<file path="config.mk">
export PLATFORM = sky130hd
export DESIGN_NAME = serial_adder
export DESIGN_NICKNAME = d
export VERILOG_FILES = /design/src/rtl/serial_adder_pkg.sv /design/src/rtl/adder_slice.sv /design/src/rtl/serial_adder.sv
export SDC_FILE = /design/constraint.sdc
export NUM_CORES = 1
export LEC_CHECK = 0
export ABC_CLOCK_PERIOD_IN_PS = 4800
export CORE_UTILIZATION = 46
export DETAILED_ROUTE_END_ITERATION = 10
export DONT_BUFFER_PORTS = 1
export GPL_TIMING_DRIVEN = 0
export PLACE_DENSITY = 0.6
export SYNTH_ARGS = -nofsm -noshare
export SYNTH_HDL_FRONTEND = slang
export SYNTH_SLANG_ARGS = --single-unit
export TNS_END_PERCENT = 20
</file>
<file path="constraint.sdc">
create_clock -name i_clk -period 4.8 [get_ports i_clk]
set_input_delay 0.48 -clock i_clk [delete_from_list [all_inputs] [get_ports i_clk]]
set_output_delay 0.48 -clock i_clk [all_outputs]
set_load 0.02 [all_outputs]
</file>
<file path="src/rtl/serial_adder_pkg.sv">
// rtl/serial_adder_pkg.sv - shared FSM state type and sizing helper for serial_adder
package serial_adder_pkg;

  typedef enum logic [1:0] {
    IDLE = 2'd0,
    BUSY = 2'd1,
    DONE = 2'd2
  } sa_state_t;

  // Digit counter width; never below one bit even when a single slice covers the word.
  function automatic int cnt_width(input int n);
    return (n > 1) ? $clog2(n) : 1;
  endfunction

endpackage

</file>
<file path="src/rtl/adder_slice.sv">
// rtl/adder_slice.sv - combinational DIGIT-bit ripple adder slice exposing carry into its MSB
module adder_slice #(
  parameter int DIGIT = 4
) (
  input  logic [DIGIT-1:0] i_x,
  input  logic [DIGIT-1:0] i_y,
  input  logic             i_ci,
  output logic [DIGIT-1:0] o_s,
  output logic             o_co,
  output logic             o_c_msb
);

  logic [DIGIT:0] w_c;

  always_comb begin
    w_c    = '0;
    o_s    = '0;
    w_c[0] = i_ci;
    for (int i = 0; i < DIGIT; i++) begin
      o_s[i]   = i_x[i] ^ i_y[i] ^ w_c[i];
      w_c[i+1] = (i_x[i] & i_y[i]) | (w_c[i] & (i_x[i] ^ i_y[i]));
    end
  end

  assign o_co    = w_c[DIGIT];
  assign o_c_msb = w_c[DIGIT-1];

endmodule

</file>
<file path="src/rtl/serial_adder.sv">
// rtl/serial_adder.sv - multi-cycle adder/subtractor processing DIGIT bits per clock
module serial_adder
  import serial_adder_pkg::*;
#(
  parameter int WIDTH = 16,
  parameter int DIGIT = 4
) (
  input  logic             i_clk,
  input  logic             i_rst,
  input  logic             i_in_valid,
  output logic             o_in_ready,
  input  logic [WIDTH-1:0] i_a,
  input  logic [WIDTH-1:0] i_b,
  input  logic             i_c_in,
  input  logic             i_sub,
  output logic             o_out_valid,
  input  logic             i_out_ready,
  output logic [WIDTH-1:0] o_sum,
  output logic             o_carry,
  output logic             o_overflow
);

  localparam int N  = WIDTH / DIGIT;
  localparam int CW = cnt_width(N);
  localparam logic [CW-1:0] LAST = CW'(N - 1);

  if (WIDTH < 2 || DIGIT < 1 || (WIDTH % DIGIT) != 0) begin : g_bad_param
    $error("serial_adder: WIDTH must be >= 2 and a multiple of DIGIT");
  end

  sa_state_t        r_state;
  logic [CW-1:0]    r_cnt;
  logic [WIDTH-1:0] r_a;
  logic [WIDTH-1:0] r_b;
  logic             r_cy;
  logic [WIDTH-1:0] r_sum;
  logic             r_carry;
  logic             r_ovf;
  logic             r_in_ready;
  logic             r_out_valid;

  logic [DIGIT-1:0] w_s;
  logic             w_co;
  logic             w_c_msb;
  logic [WIDTH-1:0] w_a_next;
  logic [WIDTH-1:0] w_b_next;
  logic [WIDTH-1:0] w_sum_next;

  adder_slice #(.DIGIT(DIGIT)) u_slice (
    .i_x     (r_a[DIGIT-1:0]),
    .i_y     (r_b[DIGIT-1:0]),
    .i_ci    (r_cy),
    .o_s     (w_s),
    .o_co    (w_co),
    .o_c_msb (w_c_msb)
  );

  // Operands shift down one digit per cycle; result digits enter at the top and settle in place after N shifts.
  if (N == 1) begin : g_single
    assign w_a_next   = r_a;
    assign w_b_next   = r_b;
    assign w_sum_next = w_s;
  end else begin : g_multi
    assign w_a_next   = {{DIGIT{1'b0}}, r_a[WIDTH-1:DIGIT]};
    assign w_b_next   = {{DIGIT{1'b0}}, r_b[WIDTH-1:DIGIT]};
    assign w_sum_next = {w_s, r_sum[WIDTH-1:DIGIT]};
  end

  always_ff @(posedge i_clk) begin
    if (i_rst) begin
      r_state     <= IDLE;
      r_cnt       <= '0;
      r_a         <= '0;
      r_b         <= '0;
      r_cy        <= 1'b0;
      r_sum       <= '0;
      r_carry     <= 1'b0;
      r_ovf       <= 1'b0;
      r_in_ready  <= 1'b1;
      r_out_valid <= 1'b0;
    end else begin
      case (r_state)
        IDLE: begin
          if (i_in_valid) begin
            r_a        <= i_a;
            r_b        <= i_sub ? ~i_b : i_b;
            r_cy       <= i_sub | i_c_in;
            r_cnt      <= '0;
            r_in_ready <= 1'b0;
            r_state    <= BUSY;
          end
        end
        BUSY: begin
          r_a   <= w_a_next;
          r_b   <= w_b_next;
          r_sum <= w_sum_next;
          r_cy  <= w_co;
          r_cnt <= r_cnt + 1'b1;
          if (r_cnt == LAST) begin
            r_carry     <= w_co;
            r_ovf       <= w_c_msb ^ w_co;
            r_out_valid <= 1'b1;
            r_state     <= DONE;
          end
        end
        DONE: begin
          if (i_out_ready) begin
            r_out_valid <= 1'b0;
            r_in_ready  <= 1'b1;
            r_state     <= IDLE;
          end
        end
        default: begin
          r_out_valid <= 1'b0;
          r_in_ready  <= 1'b1;
          r_state     <= IDLE;
        end
      endcase
    end
  end

  assign o_in_ready  = r_in_ready;
  assign o_out_valid = r_out_valid;
  assign o_sum       = r_sum;
  assign o_carry     = r_carry;
  assign o_overflow  = r_ovf;

endmodule

</file>
* Word level (Yosys, flattened, before mapping)
Index checks and enable logic that the tools add are counted.
** Cells by class
- Add/sub/neg operators :: 1
- Equality and inequality tests :: 6
- Muxes and demuxes :: 19
- Bitwise logic cells :: 25
- Reduce and logical (&&, ||, !) cells :: 7
** Operators with widths (number)
- $pmux 16 s2 :: 2
- $mux 16 :: 3
- $not 16->16 :: 1
- $reduce_and 3->1 :: 3
- $xor 1x1->1 :: 9
- $and 1x1->1 :: 8
- $mux 2 :: 4
- $ne 2x2->1 const B :: 3
- $pmux 1 s3 :: 2
- $pmux 2 s3 :: 1
- $mux 1 :: 5
- $or 1x1->1 :: 5
- $eq 2x2->1 const B :: 2
- $pmux 2 s2 :: 1
- $reduce_and 2->1 :: 2
- $add 2x1->2 const B :: 1
- $eq 2x1->1 const B :: 1
- $logic_not 2->1 :: 1
- $not 1->1 :: 2
- $pmux 1 s2 :: 1
- $reduce_bool 2->1 :: 1
** Word-level totals
- Register bits :: 57
- Word-level logic and storage cells :: 68

* Logic depth before layout (Yosys ltp)
Gate-level depths: netlist of the first run.
- Depth after elaboration :: 10
- Mapped depth :: 10
- Mapped depth without buffers :: 10

* By module
A second synthesis of the first run with hierarchy kept.
** Second synthesis, totals
- Cell total of the unflattened synthesis :: 292
- Area, all modules :: 2623.8 µm²
** By module, submodules not included
- serial_adder :: times used 1, cells each 280, area each 2513.7 µm²
- adder_slice :: times used 1, cells each 12, area each 110.1 µm²

* Worst setup path after synthesis of the first run
Ideal clock, no wire load.
- Path type :: register to register
- From :: reg r_a[0]
- To :: reg r_sum[15] (netlist: o_sum[15])
- Data arrival time :: 1996 ps
- Setup slack :: 2725 ps
- Stages on the path, launching flop included :: 9
- Period minus slack after synthesis :: 2075 ps
- Path through :: dfxtp_1 > fa_1 > inv_1 > fa_1 > inv_1 > fa_1 > inv_1 > fa_1 > a211oi_2
** Between the ends
- Word-level cells in the longest chain between the ends :: 8
- Elaborated cells between the ends (all ways) :: 9
** RTL lines
- start, declared :: line serial_adder.sv:33 : logic [WIDTH-1:0] r_a;
- start signal, assigned :: line serial_adder.sv:85 : r_a <= i_a;
- start signal, assigned :: line serial_adder.sv:94 : r_a <= w_a_next;
- $xor 1x1->1 :: line adder_slice.sv:21 : w_c[i+1] = (i_x[i] & i_y[i]) | (w_c[i] & (i_x[i] ^ i_y[i]));
- $and 1x1->1 :: line adder_slice.sv:21
- $or 1x1->1 (*) :: line adder_slice.sv:21
- $and 1x1->1 (*) :: line adder_slice.sv:21
- $or 1x1->1 (*) :: line adder_slice.sv:21
- $and 1x1->1 (*) :: line adder_slice.sv:21
- $or 1x1->1 (*) :: line adder_slice.sv:21
- $xor 1x1->1 (*) :: line adder_slice.sv:20 : o_s[i] = i_x[i] ^ i_y[i] ^ w_c[i];
- end signal, assigned :: line serial_adder.sv:96 : r_sum <= w_sum_next;
- end, declared :: line serial_adder.sv:36 : logic [WIDTH-1:0] r_sum;
Every way passes the cells marked *; elsewhere a longest branch is shown, timed or not.
A chain may end at the register's enable or synchronous reset.

* Worst setup path in the final report of the first run
- From :: reg r_b[0]
- To :: reg r_ovf (netlist: o_overflow)
** Between the ends
- Word-level cells in the longest chain between the ends :: 10
- Elaborated cells between the ends (all ways) :: 11
** RTL lines
- start, declared :: line serial_adder.sv:34 : logic [WIDTH-1:0] r_b;
- start signal, assigned :: line serial_adder.sv:86 : r_b <= i_sub ? ~i_b : i_b;
- start signal, assigned :: line serial_adder.sv:95 : r_b <= w_b_next;
- $xor 1x1->1 :: line adder_slice.sv:21
- $and 1x1->1 :: line adder_slice.sv:21
- $or 1x1->1 (*) :: line adder_slice.sv:21
- $and 1x1->1 (*) :: line adder_slice.sv:21
- $or 1x1->1 (*) :: line adder_slice.sv:21
- $and 1x1->1 (*) :: line adder_slice.sv:21
- $or 1x1->1 (*) :: line adder_slice.sv:21
- $and 1x1->1 :: line adder_slice.sv:21
- $or 1x1->1 :: line adder_slice.sv:21
- $xor 1x1->1 (*) :: line serial_adder.sv:101 : r_ovf <= w_c_msb ^ w_co;
- end signal, assigned :: line serial_adder.sv:101
- end, declared :: line serial_adder.sv:38 : logic r_ovf;
Marked as above.

==> metrics.md, run 1 <==
| Metric | Value |
|---|---|
| Outcome | `completed` |
| Post-Synthesis Net Count | `318` |
| Max Transition Viols Final | `0` |
| Warnings from Yosys | `0` |
| Met2 Use GR | `31.9%` |
| CTS root buffer | `clkbuf_8` |
| Total CTS buffers | `9` |
| Seq pwr share | `47.6%` |
| Max Buffers Root-to-Sink | `2` |
| Hold Path Class | `input pin to flip-flop` |
| Antenna violations before repair | `0` |
| Max incr delay on CP | `0.43 ns` |
| GRT Resource Usage Total | `20.5%` |
| Met3 Resource Use GR | `9.05%` |
| Post-layout net count | `329` |
| Remaining routing DRC violations | `0` |
| Critical-path top delay cell | `fa_1` |
| Register area share after synthesis | `43.9%` |
| Antenna diode instance count | `0` |
| Area of the die | `5960 µm²` |
| Layout Area Growth over Synthesis | `11.0%` |
| Routed wire length | `5670 µm` |
| Mean area per synthesized cell | `9.45 µm²` |
| Dominant cells by area after synthesis | `dfxtp_1 (44%), a22oi_1 (6.1%), nor2_1 (5.2%), o22ai_2 (4.8%), nand2_1 (4.5%)` |
| Biggest fanout along the worst timing path | `3` |
| Cell Chain, Critical Path | `fa_1 -> inv_1 -> fa_1 -> inv_1 -> fa_1 -> inv_1 -> fa_1 -> xnor2_1 -> nand3_1 -> a21oi_1` |
| Final setup viols | `0` |
| DR vias/cell | `5.47` |
| Switching share of total power | `26.7%` |
| Part of the total power dissipated in combinational logic | `13.3%` |
| Share of final-layout standard cells stronger than drive strength 1 | `17.2%` |
| TritonRoute pass-1 iters | `4` |
| Clock tree from TritonCTS | `built` |
| Worst Hold Margin | `0.295 ns` |
| Portion of total power attributed to the clock network | `39.1%` |
| Layer with the highest usage | `met2` |
| Met1 track demand over resource | `25.3%` |
| Final weighted congestion of routability-driven global placement | `0.745` |
| Die outline height | `77.2 µm` |
| Rows | `27` |
| Total power density per cell area | `388 nW/µm²` |
| Headroom to the max-slew limit | `52.8%` |
| 1st-iter DRT viols | `74` |
| Cts-stage hold buffer count | `0` |
| Total number of clock tree sinks | `57` |
| Post-CTS resize count | `0` |
| Clock slew seen by the registers of the worst setup and hold paths | `0.06 ns` |
| Number of global-route vias before repair | `1916` |
| Total of flip-flops plus latches after synthesis | `57` |
| Power spent charging and discharging nets | `0.000299 W` |
| Num ports | `58` |
| Kind of cell with the highest combined delay on the critical path | `adder cells` |
| Start-to-end type of the worst setup path | `flip-flop to flip-flop` |
| Critical path data required time | `5.06 ns` |
| Top cells by instance count after synthesis | `dfxtp_1 (57), nor2_1 (36), nand2_1 (31), a21oi_1 (21), a22oi_1 (21)` |
| Post-CTS setup repair buffer count | `0` |
| Share of synthesized registers carrying an async set or reset | `0%` |
| Time the worst path needs with I/O delays and setup | `2.22 ns` |
| Synth top area share | `43.9%` |
| Count of cell types in the netlist | `34` |
| Maximum number of pins on one net before global-route repair | `11` |
| Biggest area consumer among synthesized cells | `dfxtp_1` |
| Starting Density | `47.5%` |
| Area of the mapped netlist | `2600 µm²` |
| Peak clock frequency supported by timing | `450 MHz` |
| Leading register cell type out of synthesis | `dfxtp_1` |
| Worst path bufs/invs | `3` |
| Insertion delay of the later-clocked pin in the worst-skew pair | `0.34 ns` |
| Number of synthesized flops with an enable pin | `0` |
| H-tree levels | `3` |
| Number of nets with antenna violations after routing | `0` |
| Max-Cap Viols | `0` |
| Instance area at placement | `2690 µm²` |
| Floorplan die width | `77.2 µm` |
| Worst-case vdd ir drop | `327 µV` |
| Period utilisation layout | `46.3%` |
| Type of element launching the critical path | `flip-flop` |
| Final setup TNS | `0 ns` |
| Global-route wire length before repair | `9200 µm` |
| Internal power consumption | `0.000820 W` |
| Transition at the pin with the smallest max-transition slack | `0.708 ns` |
| Congestion Overflow GR | `0` |
| Endpoint arrival time on the critical path | `2.49 ns` |
| Final hold violations | `0` |
| Critical path's most frequent cell | `fa_1` |
| Most numerous cell in the Yosys netlist | `dfxtp_1` |
| HPWL after DPL | `4070 µm` |
| Static leakage | `1.03 nW` |
| Endpoint kind of the worst setup timing path | `flip-flop` |
| DR vias | `1985` |
| Tot Pwr | `0.00112 W` |
| Final instance area | `2890 µm²` |
| Area of the core | `5470 µm²` |
| IO Port Bufs | `0` |
| Unrepaired setup endpoints after global routing | `false` |
| Cell count after synthesis | `275` |
| Wire length per cell | `15.6 µm` |
| Clock skew after layout | `0.00610 ns` |
-- power groups by stage --
stage / clock, W / sequential [W] / combinational [W]
final: 0.000437 / 0.000533 / 0.000149
after global routing: 0.000472 / 0.000537 / 0.000165
after CTS: 0.000448 / 0.000533 / 0.000151
after detailed placement: 0 / 0.000543 / 0.000150
after global placement: 0 / 0.000543 / 0.000148
after floorplan: 0 / 0.000537 / 0.000123
-- state kept, by name (all words and copies together) (netlist names) --
name / count
r_a: 16
o_carry: 1
o_in_ready: 1
r_state: 2
r_cy: 1
o_out_valid: 1
o_overflow: 1
o_sum: 16
r_cnt: 2
r_b: 16
-- path summary, 6_finish.rpt --
path                            startpoint         end  slack [ns]  cells past startpoint
worst max-delay path                r_b[0]  o_overflow        2.58                     10
worst min-delay path               i_a[14]     r_a[14]        0.29                      2
worst max register to register      r_b[0]  o_overflow        2.58                     10
worst min register to register      r_a[4]      r_a[4]        0.50                      2
-- through the flow --
stage	cells	setup slack [ns]	util (%)
6_report	363	2.58	52.7
5_1_grt	363	2.42	52.7
4_1_cts	363	2.57	52.7
3_5_place_dp	347	2.61	49.2
3_3_place_gp	347	2.59	49.2
2_1_floorplan	275	2.73	-
-- layout make-up --
type                            instances  area [µm²]
Fill cell                             549        2590
Sequential cell                        57        1140
Multi-Input combinational cell        185        1270
Clock inverter                          6        57.6
Tap cell                               72        90.1
Inverter                               10        37.5
Buffer                                 23         151
Clock buffer                           10         138
-- layer usage --
metal / routed length (µm) / vias up
li1: - / 984
met1: 2680 / 944
met2: 2560 / 50
met3: 355 / 7
met4: 78 / 0
met5: 0 / -
-- logic make-up (layout without fill, tap and decap cells) --
family / count (synthesis) / in the layout / synth area share [%]
compound gates: 85 / 85 / 26.5
xor+xnor: 17 / 17 / 5.73
fa+ha+maj: 5 / 5 / 3.56
buf+inv: 33 / 49 / 7.27
flops: 57 / 57 / 43.9
mux: 1 / 1 / 0.385
simple gates: 77 / 77 / 12.7
-- layout by cell type, fill, tap and decap left out, drive strengths merged, types with 2 or more instances in the layout --
cell / n
nor2: 36
o2bb2ai: 10
a211oi: 12
xor2: 4
buf: 16
xnor2: 13
inv: 10
fa: 4
a221oi: 2
dfxtp: 57
nor3: 2
nand2: 31
nand2b: 3
clkbuf: 17
o22ai: 14
a22oi: 21
clkinv: 4
o21bai: 2
a21oi: 21
Note: power is estimated with default switching activity, not from simulation.
==> run 2, diff against run 1 <==
--- a/config.mk
+++ b/config.mk
@@ -5,7 +5,7 @@
 export SDC_FILE = /design/constraint.sdc
 export NUM_CORES = 1
 export LEC_CHECK = 0
-export ABC_CLOCK_PERIOD_IN_PS = 4800
+export ABC_CLOCK_PERIOD_IN_PS = 2300
 export CORE_UTILIZATION = 46
 export DETAILED_ROUTE_END_ITERATION = 10
 export DONT_BUFFER_PORTS = 1
==> constraint.sdc (replaced) <==
create_clock -name i_clk -period 2.3 [get_ports i_clk]
set_input_delay 0.23 -clock i_clk [delete_from_list [all_inputs] [get_ports i_clk]]
set_output_delay 0.23 -clock i_clk [all_outputs]
set_load 0.02 [all_outputs]
==> metrics.md, run 2 (synthesis results as in run 1) <==
| Metric | Value |
|---|---|
| Outcome | `completed` |
| Endpoint kind of the worst setup timing path | `flip-flop` |
| Clock skew after layout | `0.00635 ns (+0.000245 ns)` |
| DR vias/cell | `5.46 (-0.17%)` |
| Critical path data required time | `2.56 ns (-2.50 ns)` |
| Fill cell instance count of the final layout | `550 (+0.18%)` |
| Commonest cells after routing, fill and taps aside | `dfxtp_1 (56), nor2_1 (36), nand2_1 (31)` |
| Max Transition Viols Final | `0 (unchanged)` |
| Remaining routing DRC violations | `0 (unchanged)` |
| Critical path's most frequent cell | `inv_1` |
| GRT Resource Usage Total | `20.5% (unchanged)` |
| Num ports | `58 (unchanged)` |
| H-tree levels | `3 (unchanged)` |
| Die outline height | `77.2 µm (unchanged)` |
| Final setup TNS | `0 ns (unchanged)` |
| Insertion delay of the later-clocked pin in the worst-skew pair | `0.33 ns (about the same)` |
| Starting Density | `47.5% (unchanged)` |
| Most common library cell in the layout ignoring fill and taps | `dfxtp_1` |
| Clock slew seen by the registers of the worst setup and hold paths | `0.06 ns (about the same)` |
| Rows | `27 (unchanged)` |
| Worst Hold Margin | `0.0478 ns (-0.247 ns)` |
| Worst setup slack before clock tree synthesis | `0.109 ns (-2.50 ns)` |
| Hold Path Class | `input pin to flip-flop` |
| Biggest fanout along the worst timing path | `3 (unchanged)` |
| Antenna violations before repair | `0 (unchanged)` |
| Max-Cap Viols | `0 (unchanged)` |
| Share of final-layout standard cells stronger than drive strength 1 | `18.5% (+1.3 points)` |
| Worst-case vdd ir drop | `686 µV (+110%)` |
| Max incr delay on CP | `0.38 ns (-0.05 ns)` |
| M1 wire length | `2680 µm (about the same)` |
| Critical-path top delay cell | `fa_2` |
| Total number of clock tree sinks | `57 (unchanged)` |
| Antenna diode instance count | `0 (unchanged)` |
| Highest routed layer | `met4` |
| Final setup viols | `0 (unchanged)` |
| 1st-iter DRT viols | `58 (-22%)` |
| Max Buffers Root-to-Sink | `2 (unchanged)` |
| Headroom to the max-slew limit | `52.8% (+0.069 points)` |
| Total power density per cell area | `806 nW/µm² (+110%)` |
| Cts-stage hold buffer count | `0 (unchanged)` |
| Area of the core | `5470 µm² (unchanged)` |
| Final setup margin | `0.136 ns (-2.44 ns)` |
| Unrepaired setup endpoints after global routing | `false` |
| Maximum number of pins on one net before global-route repair | `11 (unchanged)` |
| Layout Area Growth over Synthesis | `11.5%` |
| Length of routed met3 wiring | `381 µm (+7.3%)` |
| Wire length per cell | `15.6 µm (about the same)` |
| Transition at the pin with the smallest max-transition slack | `0.707 ns (-0.00103 ns)` |
| Floorplan die width | `77.2 µm (unchanged)` |
| Worst path bufs/invs | `3 (unchanged)` |
| Static leakage | `1.04 nW (+0.30%)` |
| TritonRoute pass-1 iters | `4 (unchanged)` |
| Routed wire length | `5680 µm (+0.23%)` |
| Time the worst path needs with I/O delays and setup | `2.16 ns (-0.0595 ns)` |
| Final core utilization | `53.0% (+0.25 points)` |
| Final weighted congestion of routability-driven global placement | `0.745 (unchanged)` |
| Endpoint arrival time on the critical path | `2.42 ns (-0.07 ns)` |
| CTS root buffer | `clkbuf_8` |
| Number of global-route vias before repair | `1916 (unchanged)` |
| Cell Chain, Critical Path | `fa_1 -> inv_1 -> fa_1 -> inv_1 -> fa_2 -> inv_1 -> fa_2 -> xnor2_1 -> nand3_1 -> a21oi_1` |
| Congestion Overflow GR | `0 (unchanged)` |
| Post-layout net count | `330 (+0.30%)` |
| Clock tree from TritonCTS | `built` |
| Start-to-end type of the worst setup path | `flip-flop to flip-flop` |
| Kind of cell with the highest combined delay on the critical path | `adder cells` |
| Period utilisation layout | `94.1% (+48 points)` |
| DR vias | `1987 (+0.10%)` |
| Number of nets with antenna violations after routing | `0 (unchanged)` |
| Global-route wire length before repair | `9200 µm (unchanged)` |
| Total CTS buffers | `9 (unchanged)` |
| IO Port Bufs | `0 (unchanged)` |
| Total length of routed met2 wires | `2550 µm (-0.43%)` |
| Final hold violations | `0 (unchanged)` |
| Type of element launching the critical path | `flip-flop` |
| Peak clock frequency supported by timing | `462 MHz (+2.7%)` |
| HPWL after DPL | `4070 µm (unchanged)` |
| Area of the die | `5960 µm² (unchanged)` |
-- run 2: cell count changes in the layout (fill, tap and decap cells not counted) --
cell	previous run	this run
buf_4	3	4
dfxtp_1	57	56
fa_2	0	2
fa_1	4	2
dfxtp_2	0	1
-- run 2: cell type report --
type	count	area (µm²)	share of cell area, %
clock buffers	10	138	4.75
inverters	10	37.5	1.29
well taps	72	90.1	3.11
repair buffers	1	7.51	0.259
flip-flops and latches	57	1140	39.4
plain buffers	23	151	5.22
clock inverters	6	57.6	1.99
multi-input cells	185	1270	44.0
-- run 2: worst register-to-register path: stages, from the launching register on --
cell     delay (ns)
dfxtp_1        0.37
fa_1           0.18
inv_1          0.05
fa_1           0.35
inv_1          0.08
fa_2           0.20
inv_1          0.06
fa_2           0.38
xnor2_1        0.17
nand3_1        0.13
a21oi_1        0.14
-- run 2: repair_timing --
item / in CTS / in global routing
setup endpoints to repair: 0 / 2
resized for setup: 0 / 3
buffers inserted: 0 / 1
-- run 2: metal layers --
layer | track usage (%) | vias to the layer above
met4 | 6.23 | 0
met3 | 9.05 | 8
met5 | 0 | -
li1 | - | 989
met1 | 25.3 | 935
met2 | 31.9 | 55
-- run 2: power by group --
part           internal (W)  total [W]  leakage [nW]  switching, W
Sequential          0.00105    0.00111         0.468     0.0000592
Combinational      0.000139   0.000313         0.467      0.000174
Clock              0.000521   0.000913         0.102      0.000392
Total               0.00171    0.00234          1.04      0.000624
-- run 2: path summary, 6_finish.rpt --
check,start,endpoint,slack [ns],cells past startpoint
min reg2reg,r_a[4],r_a[4],0.50,2
min,i_a[14],r_a[14],0.05,2
max,r_b[0],o_overflow,0.14,10
max reg2reg,r_b[0],o_overflow,0.14,10
-- run 2: through the flow --
step / cell area [µm²] / total power [W] / instances
finish: 2900 / 0.00234 / 364
global route: 2900 / 0.00245 / 364
CTS: 2890 / 0.00236 / 363
detailed placement: 2690 / 0.00145 / 347
global placement: 2690 / 0.00144 / 347
floorplan: 2600 / 0.00138 / 275
==> run 3, diff against run 2 <==
--- a/config.mk
+++ b/config.mk
@@ -6,12 +6,14 @@
 export NUM_CORES = 1
 export LEC_CHECK = 0
 export ABC_CLOCK_PERIOD_IN_PS = 2300
-export CORE_UTILIZATION = 46
+export CORE_UTILIZATION = 60
 export DETAILED_ROUTE_END_ITERATION = 10
 export DONT_BUFFER_PORTS = 1
 export GPL_TIMING_DRIVEN = 0
-export PLACE_DENSITY = 0.6
+export PLACE_DENSITY = 0.75
+export SETUP_SLACK_MARGIN = 0.2
 export SYNTH_ARGS = -nofsm -noshare
 export SYNTH_HDL_FRONTEND = slang
+export SYNTH_HIERARCHICAL = 1
 export SYNTH_SLANG_ARGS = --single-unit
 export TNS_END_PERCENT = 20
==> metrics.md, run 3 <==
| Metric | Value |
|---|---|
| Number of global-route vias before repair | `1861 (-2.9%)` |
| Transition at the pin with the smallest max-transition slack | `0.579 ns (-0.128 ns)` |
| Remaining routing DRC violations | `0 (unchanged)` |
| Post-layout net count | `346 (+4.8%)` |
| Clock skew after layout | `0.00694 ns (+0.000589 ns)` |
| Peak clock frequency supported by timing | `473 MHz (+2.3%)` |
| Highest routed layer | `met4` |
| GRT Resource Usage Total | `26.1% (+5.6 points)` |
| Die outline height | `68.1 µm (-12%)` |
| Register area share after synthesis | `43.5% (-0.40 points)` |
| Final setup viols | `0 (unchanged)` |
| Wire length per cell | `14.9 µm (-4.5%)` |
| Fill cell instance count of the final layout | `323 (-41%)` |
| Unrepaired setup endpoints after global routing | `true` |
| CTS root buffer | `clkbuf_8` |
| Share of final-layout standard cells stronger than drive strength 1 | `17.2% (-1.3 points)` |
| Number of nets with antenna violations after routing | `0 (unchanged)` |
| Area occupied by registers | `1140 µm² (+0.11%)` |
| Headroom to the max-slew limit | `61.4% (+8.5 points)` |
| Num ports | `58 (unchanged)` |
| Hold Path Class | `input pin to flip-flop` |
| Warnings from Yosys | `6 (+6)` |
| Worst Hold Margin | `0.0668 ns (+0.0190 ns)` |
| Length of routed met3 wiring | `267 µm (-30%)` |
| Congestion Overflow GR | `0 (unchanged)` |
| HPWL after DPL | `3720 µm (-8.5%)` |
| Post-Synthesis Net Count | `335 (+5.3%)` |
| Origin of the worst min-delay path | `i_a[12]` |
| Insertion delay of the later-clocked pin in the worst-skew pair | `0.33 ns (about the same)` |
| Worst Reg-to-Reg Cells | `9 (-1)` |
| 1st-iter DRT viols | `92 (+59%)` |
| Most common library cell in the layout ignoring fill and taps | `dfxtp_1` |
| Leading register cell type out of synthesis | `dfxtp_1` |
| Endpoint arrival time on the critical path | `2.38 ns (-0.04 ns)` |
| Rows | `23 (-15%)` |
| Total CTS buffers | `9 (unchanged)` |
| Maximum number of pins on one net before global-route repair | `11 (unchanged)` |
| Hold path endpoint | `r_a[12]` |
| Biggest area consumer among synthesized cells | `dfxtp_1` |
| Antenna violations before repair | `0 (unchanged)` |
| Worst hold stages | `2 (unchanged)` |
| H-tree levels | `3 (unchanged)` |
| TritonRoute pass-1 iters | `5 (+1)` |
| Dominant cells by area after synthesis | `dfxtp_1 (43%), a21oi_1 (6.3%), a22oi_1 (6.0%), o22ai_2 (4.8%), nand2_1 (4.7%)` |
| Commonest cells after routing, fill and taps aside | `dfxtp_1 (55), nand2_1 (33), a21oi_1 (33)` |
| Final core utilization | `71.7% (+19 points)` |
| Max Transition Viols Final | `0 (unchanged)` |
| Time the worst path needs with I/O delays and setup | `2.12 ns (-0.0479 ns)` |
| Start-to-end type of the worst setup path | `flip-flop to flip-flop` |
| Critical path data required time | `2.56 ns (about the same)` |
| Static leakage | `1.10 nW (+6.4%)` |
| Top cells by instance count after synthesis | `dfxtp_1 (57), a21oi_1 (33), nand2_1 (33), nor2_1 (26), a22oi_1 (21)` |
| Worst setup slack before clock tree synthesis | `0.137 ns (+0.0274 ns)` |
| Area of the core | `4090 µm² (-25%)` |
| Total of flip-flops plus latches after synthesis | `57 (unchanged)` |
| Endpoint kind of the worst setup timing path | `flip-flop` |
| Flop2flop setup slack | `0.18 ns (+0.05 ns)` |
| Final cell count without fillers | `358 (-1.6%)` |
| Max Buffers Root-to-Sink | `2 (unchanged)` |
| Floorplan die width | `68.1 µm (-12%)` |
| Type of element launching the critical path | `flip-flop` |
| Source of the worst register-to-register timing path | `r_a[0]` |
| DR vias/cell | `5.67 (+3.8%)` |
| Clock tree from TritonCTS | `built` |
| Most numerous cell in the Yosys netlist | `dfxtp_1` |
| Total length of routed met2 wires | `2500 µm (-2.0%)` |
| Clock slew seen by the registers of the worst setup and hold paths | `0.06 ns (about the same)` |
| Global-route wire length before repair | `8640 µm (-6.1%)` |
| Worst-case vdd ir drop | `474 µV (-31%)` |
| Biggest fanout along the worst timing path | `3 (unchanged)` |
| Number of synthesized flops with an enable pin | `0 (unchanged)` |
| Count of cell types in the netlist | `32 (-5.9%)` |
| IO Port Bufs | `0 (unchanged)` |
| Total number of clock tree sinks | `57 (unchanged)` |
| Starting Density | `64.2% (+17 points)` |
| Placed Cells | `342 (-1.4%)` |
| Mean area per synthesized cell | `8.99 µm² (-5.0%)` |
| Cell count after synthesis | `292 (+6.2%)` |
| DR vias | `2029 (+2.1%)` |
| Destination of the worst register-to-register timing path | `o_overflow` |
| M1 wire length | `2510 µm (-6.1%)` |
| Final setup TNS | `0 ns (unchanged)` |
| Synth top area share | `43.5% (-0.40 points)` |
| Final hold violations | `0 (unchanged)` |
| Total power density per cell area | `822 nW/µm² (+1.9%)` |
| Antenna diode instance count | `0 (unchanged)` |
| Area of the multi-input gates | `1340 µm² (+5.2%)` |
| Period utilisation layout | `92.0% (-2.1 points)` |
| Layout Area Growth over Synthesis | `11.7%` |
| Final setup margin | `0.184 ns (+0.0479 ns)` |
| Area of the mapped netlist | `2620 µm² (+0.91%)` |
| Max-Cap Viols | `0 (unchanged)` |
| Cts-stage hold buffer count | `0 (unchanged)` |
| Final weighted congestion of routability-driven global placement | `0.765 (+2.6%)` |
| Share of synthesized registers carrying an async set or reset | `0% (unchanged)` |
| Outcome | `completed` |
| Routed wire length | `5340 µm (-6.1%)` |
| Area of the die | `4640 µm² (-22%)` |
==> run 3: layout make-up <==
class | instances | area share, %
Multi-Input combinational cell | 202 | 45.8
Inverter | 9 | 1.15
Sequential cell | 57 | 39.0
Tap cell | 50 | 2.13
Clock buffer | 15 | 6.70
Clock inverter | 1 | 1.02
Buffer | 24 | 4.18
==> run 3: cell families (layout without fill, tap and decap cells) <==
| family | after synthesis | in the layout | synth area share (%) |
|---|---|---|---|
| AOI/OAI and AO/OA | 72 | 72 | 19.7 |
| xor gates and xnor gates | 17 | 17 | 5.67 |
| adders and majority gates | 5 | 5 | 3.53 |
| buffers and inverters | 33 | 49 | 5.96 |
| DFF | 57 | 57 | 43.5 |
| muxes | 1 | 1 | 0.382 |
| and+or+nand+nor | 107 | 107 | 21.3 |
==> run 3: worst max-delay path, stage by stage, from the launching register on <==
cell	delay, ns
dfxtp_2	0.33
fa_1	0.40
inv_1	0.08
fa_2	0.20
fa_2	0.20
inv_2	0.05
fa_2	0.36
xor2_1	0.17
nand3_1	0.09
a21oi_1	0.15
==> run 3: worst max-delay path by stage <==
stage,start,to,slack (ns),depth (start not counted)
2_1_floorplan,r_a[0],o_sum[15],0.30,8
3_3_place_gp,r_a[0],r_cy,0.14,9
3_5_place_dp,r_a[0],r_cy,0.14,9
4_1_cts,r_a[0],r_cy,0.19,9
5_1_grt,r_a[0],o_overflow,0.09,9
6_report,r_a[0],o_overflow,0.18,9
==> run 3: report_power, final <==
group	internal, W	total, W	switching [W]
sequential	0.00105	0.00110	0.0000521
combinational	0.000125	0.000280	0.000155
clock	0.000649	0.00103	0.000379
==> run 3: repair_timing <==
| item | in CTS | in global routing |
|---|---|---|
| pin swaps | 1 | 0 |
| gates resized for setup | 5 | 2 |
| buffers inserted | 0 | 0 |
| setup endpoints to repair | 3 | 3 |
| cloned | 0 | 0 |
==> run 3: metal layers <==
metal,global-route usage (%),vias to the layer above
li1,-,1020
met4,13.5,0
met3,7.50,7
met5,0,-
met2,40.2,47
met1,33.0,955
==> run 3: metrics by stage <==
stage	power [W]	area [µm²]
2_1_floorplan	0.00134	2620
3_3_place_gp	0.00139	2690
3_5_place_dp	0.00140	2690
4_1_cts	0.00242	2920
5_1_grt	0.00251	2930
6_report	0.00241	2930
